## src/rtl/switch_pkg.sv

```systemverilog
// Shared constants and types for the 2x2 switch scheduler slice.
package switch_pkg;

    localparam int unsigned DATA_W = 32;
    localparam int unsigned CNT_W  = 8;

    typedef enum logic {
        DEST_OUT1 = 1'b0,
        DEST_OUT2 = 1'b1
    } dest_e;

    localparam logic [CNT_W-1:0] CNT_MAX = '1;

endpackage

```

## src/rtl/switch_2cross2.sv

```systemverilog
// 2x2 payload crossbar: straight when io_sel is 0, swapped when 1.
module switch_2cross2
    import switch_pkg::*;
(
    input  logic              io_sel,
    input  logic [DATA_W-1:0] io_in1,
    input  logic [DATA_W-1:0] io_in2,
    output logic [DATA_W-1:0] io_out1,
    output logic [DATA_W-1:0] io_out2
);

    always_comb begin
        io_out1 = io_sel ? io_in2 : io_in1;
        io_out2 = io_sel ? io_in1 : io_in2;
    end

endmodule

```

## src/rtl/switch_2x2_sched.sv

```systemverilog
// 2x2 switch with per-output registers, round-robin conflict arbitration
// and a saturating conflict counter.
module switch_2x2_sched
    import switch_pkg::*;
(
    input  logic              clock,
    input  logic              reset,
    input  logic              io_in1_valid,
    input  logic              io_in2_valid,
    input  logic [DATA_W-1:0] io_in1_bits,
    input  logic [DATA_W-1:0] io_in2_bits,
    input  logic              io_in1_dest,
    input  logic              io_in2_dest,
    output logic              io_in1_ready,
    output logic              io_in2_ready,
    output logic              io_out1_valid,
    output logic              io_out2_valid,
    output logic [DATA_W-1:0] io_out1_bits,
    output logic [DATA_W-1:0] io_out2_bits,
    input  logic              io_out1_ready,
    input  logic              io_out2_ready,
    output logic              io_sel,
    output logic              io_prio,
    output logic [CNT_W-1:0]  io_conflicts
);

    logic              r_v1, r_v2, r_prio;
    logic [DATA_W-1:0] r_d1, r_d2;
    logic [CNT_W-1:0]  r_cnt;

    logic              w_free1, w_free2, w_conflict, w_cfree;
    logic              w_g1, w_g2, w_sel, w_ld1, w_ld2;
    logic [DATA_W-1:0] w_x1, w_x2;

    always_comb begin
        w_free1    = !r_v1 || io_out1_ready;
        w_free2    = !r_v2 || io_out2_ready;
        w_conflict = io_in1_valid && io_in2_valid && (io_in1_dest == io_in2_dest);
        w_cfree    = (io_in1_dest == DEST_OUT2) ? w_free2 : w_free1;
        w_g1       = 1'b0;
        w_g2       = 1'b0;
        if (!reset) begin
            if (w_conflict) begin
                w_g1 = w_cfree && !r_prio;
                w_g2 = w_cfree && r_prio;
            end else begin
                w_g1 = io_in1_valid && ((io_in1_dest == DEST_OUT2) ? w_free2 : w_free1);
                w_g2 = io_in2_valid && ((io_in2_dest == DEST_OUT2) ? w_free2 : w_free1);
            end
        end
        // Only one input can target a port per cycle, so io_sel alone steers both loads.
        w_sel = (w_g1 && io_in1_dest == DEST_OUT2) || (w_g2 && io_in2_dest == DEST_OUT1);
        w_ld1 = (w_g1 && io_in1_dest == DEST_OUT1) || (w_g2 && io_in2_dest == DEST_OUT1);
        w_ld2 = (w_g1 && io_in1_dest == DEST_OUT2) || (w_g2 && io_in2_dest == DEST_OUT2);
    end

    switch_2cross2 u_xbar (
        .io_sel  (w_sel),
        .io_in1  (io_in1_bits),
        .io_in2  (io_in2_bits),
        .io_out1 (w_x1),
        .io_out2 (w_x2)
    );

    always_ff @(posedge clock) begin
        if (reset) begin
            r_v1   <= 1'b0;
            r_v2   <= 1'b0;
            r_d1   <= '0;
            r_d2   <= '0;
            r_prio <= 1'b0;
            r_cnt  <= '0;
        end else begin
            if (w_ld1) begin
                r_v1 <= 1'b1;
                r_d1 <= w_x1;
            end else if (io_out1_ready) begin
                r_v1 <= 1'b0;
            end
            if (w_ld2) begin
                r_v2 <= 1'b1;
                r_d2 <= w_x2;
            end else if (io_out2_ready) begin
                r_v2 <= 1'b0;
            end
            if (w_conflict && (w_g1 || w_g2)) begin
                r_prio <= ~r_prio;
                if (r_cnt != CNT_MAX) r_cnt <= r_cnt + 1'b1;
            end
        end
    end

    assign io_in1_ready  = w_g1;
    assign io_in2_ready  = w_g2;
    assign io_sel        = w_sel;
    assign io_out1_valid = r_v1;
    assign io_out2_valid = r_v2;
    assign io_out1_bits  = r_d1;
    assign io_out2_bits  = r_d2;
    assign io_prio       = r_prio;
    assign io_conflicts  = r_cnt;

endmodule

```

## config.mk

```make
export PLATFORM = sky130hd
export DESIGN_NAME = switch_2x2_sched
export DESIGN_NICKNAME = d
export VERILOG_FILES = /design/src/rtl/switch_pkg.sv /design/src/rtl/switch_2cross2.sv /design/src/rtl/switch_2x2_sched.sv
export SDC_FILE = /design/constraint.sdc
export NUM_CORES = 1
export LEC_CHECK = 0
export ABC_AREA = 1
export CAP_MARGIN = 20
export CORE_MARGIN = 4
export CORE_UTILIZATION = 40
export DETAILED_ROUTE_END_ITERATION = 16
export MAX_ROUTING_LAYER = met4
export PLACE_DENSITY = 0.71
export SKIP_CTS_REPAIR_TIMING = 1
export SLEW_MARGIN = 20
export SYNTH_ARGS = -nofsm -noshare
export SYNTH_HDL_FRONTEND = slang
export SYNTH_SLANG_ARGS = --single-unit
```

## constraint.sdc

```tcl
create_clock -name clock -period 2.2 [get_ports clock]
set_clock_uncertainty 0.15 [all_clocks]
set_input_delay 0.44 -clock clock [delete_from_list [all_inputs] [get_ports clock]]
set_output_delay 0.44 -clock clock [all_outputs]
set_load 0.005 [all_outputs]
```

==> summary.md <==
| Metric | Value |
|---|---|
| Result of the run | finished clean |
| RSZ-0062 raised after global routing | true |
| Number of clock sinks | 75 |
| Maximum achievable frequency | 464 MHz |
| Full die area | 13200 um^2 |
| Multiplexer share of the synthesized area | 0 |
| DRC violations left | 0 |
| Clock Tree Root | sky130_fd_sc_hd__clkbuf_16 |
| Number of global-route vias before repair | 4548 |
| Share of the synthesized netlist area taken by xor and xnor gates | 0 |
| Maximum net fanout on the critical path | 3 |
| Simple-gate share of the synthesized area | 0.435 |
| Power per standard cell area | 642 nW/um^2 |
| Routability congestion estimate | 0.871 |
| Gr ovfl total | 0 |
| Worst slack after detailed placement | -0.576 ns |
| CP Capture Type | primary output |
| Share of cells above drive strength 1 | 0.0772 |
| Maximum number of pins on one net before global-route repair | 65 |
| Cell count after synthesis | 790 |
| Number of ports placed on the die boundary | 150 |
| Antenna-violating nets left | 0 |
| Nets | 1014 |
| Actual slew at the worst max-slew pin | 0.464 ns |
| CTS tree | yes |
| Drt pass-1 iters | 5 |
| Worst setup slack after layout | 0.0431 ns |
| Share of the cycle needed by the critical path after routing | 0.980 |
| DRT iter0 DRCs | 450 |
| Crit path time final | 2.16 ns |
| Diodes inserted | 0 |
| Hold slack final | 0.342 ns |
| Most common library cell in the layout ignoring fill and taps | sky130_fd_sc_hd__nand2_1 |
| Data required, critical path | 1.61 ns |
| Share of synthesized area occupied by flip-flops and latches | 0.328 |
| Max VDD drop | 0.000346 V |
| Pins over their slew limit | 0 |
| Hold violation count in the final report | 0 |
| Insertion delay of the later-clocked pin in the worst-skew pair | 0.33 ns |
| Sum of routed wire length over all layers | 13600 um |
| Largest family of logic cells by synthesized area | simple AND/OR/NAND/NOR gates |
| Standard cell area after detailed placement | 6340 um^2 |
| Adder-cell share of the synthesized area | 0.00274 |
| Buffer levels on the longest clock path | 2 |
| Final Setup Violations | 0 |
| Initial antenna violation count | 0 |
| Post-route cell area | 6760 um^2 |
| Reg2reg path depth | 12 |
| Layout-stage area growth over the synthesis result | 47.7% |
| Via-per-instance ratio | 4.66 |
| Register bit total from synthesis | 75 |
| Effective utilization at floorplan | 0.415 |
| Layout fillers | 1076 |
| Post-Syn Area | 4570 um^2 |
| Final HPWL DP | 9430 um |
| Site Rows | 38 |
| Placeable core region | 11000 um^2 |
| Clock buffer count from CTS | 9 |
| Synth Net Count | 863 |
| Distinct cell type count of the synthesized netlist | 24 |
| Kind of launch point of the worst setup path | primary input |
| Static Leakage | 3.86 nW |
| WL per Instance | 12.5 um |
| # H-tree levels | 3 |
| GRT Resource Usage Total | 0.211 |
| Classification of the worst setup path | primary input to primary output |
| Relative slew margins | 0.691 |
| Vias | 5054 |
| CP arrival | 1.57 ns |
| Floorplan die width | 115 um |
| Die Ht | 115 um |
| Max-capacitance violation count | 0 |
| Number of port buffers | 149 |
| Clk slew on worst S/H paths | 0.05 ns |
| Average instance area after synthesis | 5.79 um^2 |
| Worst min-delay path category | flip-flop to flip-flop |
| Hold path cells | 2 |
| Top library cells by usage in the layout, fill and taps aside | sky130_fd_sc_hd__nand2_1 (212), sky130_fd_sc_hd__inv_1 (204), sky130_fd_sc_hd__nand3_1 (203) |
| Synthesized-area fraction occupied by ao, oa, aoi and oai cells | 0.0142 |
| Synthesis warning total | 0 |
| Global-route wire length before repair | 22100 um |
-- metal layers --
metal  global-route usage  wire length, um
met5                    -                0
met4               0.0626              231
met3               0.0321              854
met2                0.330             6380
met1                0.281             6140
-- power breakdown --
group          internal, W  switching (W)
sequential         0.00148      0.0000672
clock              0.00110       0.000572
combinational     0.000588       0.000535
-- flip-flops by register name, summed over array words and instances (netlist names) --
| register | cells |
|---|---|
| io_conflicts | 8 |
| io_out2_valid | 1 |
| io_prio | 1 |
| io_out1_valid | 1 |
| io_out2_bits | 32 |
| io_out1_bits | 32 |
-- Yosys cell counts, drive strengths merged --
library cell  instances  area [um^2]
nand2               220          828
inv                 206          773
nand3               206         1040
dfxtp                75         1500
buf                  32          171
clkbuf               15         56.3
nor2                 14         62.6
a21oi                 7         35.0
o21ai                 6         30.0
nand3b                2         18.8
nand4                 2         18.8
nor3                  2         10.0
clkinv                1         3.75
ha                    1         12.5
nor3b                 1         7.51
-- worst paths after layout --
kind                           startpoint                           end  slack [ns]
max reg2reg    io_out1_valid$_SDFFE_PP0P_  io_out2_bits[2]$_SDFFE_PP0P_        0.37
max                         io_out2_ready                        io_sel        0.04
min          io_conflicts[7]$_SDFFE_PP0P_  io_conflicts[7]$_SDFFE_PP0P_        0.34
min reg2reg  io_conflicts[7]$_SDFFE_PP0P_  io_conflicts[7]$_SDFFE_PP0P_        0.34
-- logic make-up (layout without fill, tap and decap cells) --
group	count (synthesis)	after routing
buffers and inverters	254	409
and+or+nand+nor	447	447
DFF	75	75
AOI/OAI and AO/OA	13	13
adders and majority gates	1	1
-- metrics by stage --
step,util,cells,total power [W],setup TNS [ns]
after floorplan,-,790,0.00214,0
after global placement,0.575,1068,0.00268,-30.11
after detailed placement,0.575,1068,0.00269,-33.32
after CTS,0.605,1083,0.00437,-10.01
after global routing,0.613,1085,0.00460,-0.0588
final,0.613,1085,0.00434,0
-- critical path, cell delays in order --
cell                              delay (ns)
sky130_fd_sc_hd__clkdlybuf4s50_1        0.45
sky130_fd_sc_hd__inv_1                  0.06
sky130_fd_sc_hd__nand3_1                0.09
sky130_fd_sc_hd__nand3_2                0.09
sky130_fd_sc_hd__nand2_2                0.11
sky130_fd_sc_hd__nand4_4                0.12
sky130_fd_sc_hd__nand2_4                0.09
sky130_fd_sc_hd__buf_4                  0.12
-- cell type report --
class / instances / area [um^2] / share of cell area
Sequential cell: 75 / 1500 / 0.222
Timing Repair Buffer: 187 / 1860 / 0.276
Inverter: 207 / 777 / 0.115
Multi-Input combinational cell: 461 / 2110 / 0.312
Clock buffer: 10 / 229 / 0.0339
Clock inverter: 5 / 103 / 0.0152
Tap cell: 140 / 175 / 0.0259
(Power assumes the default switching activity.)
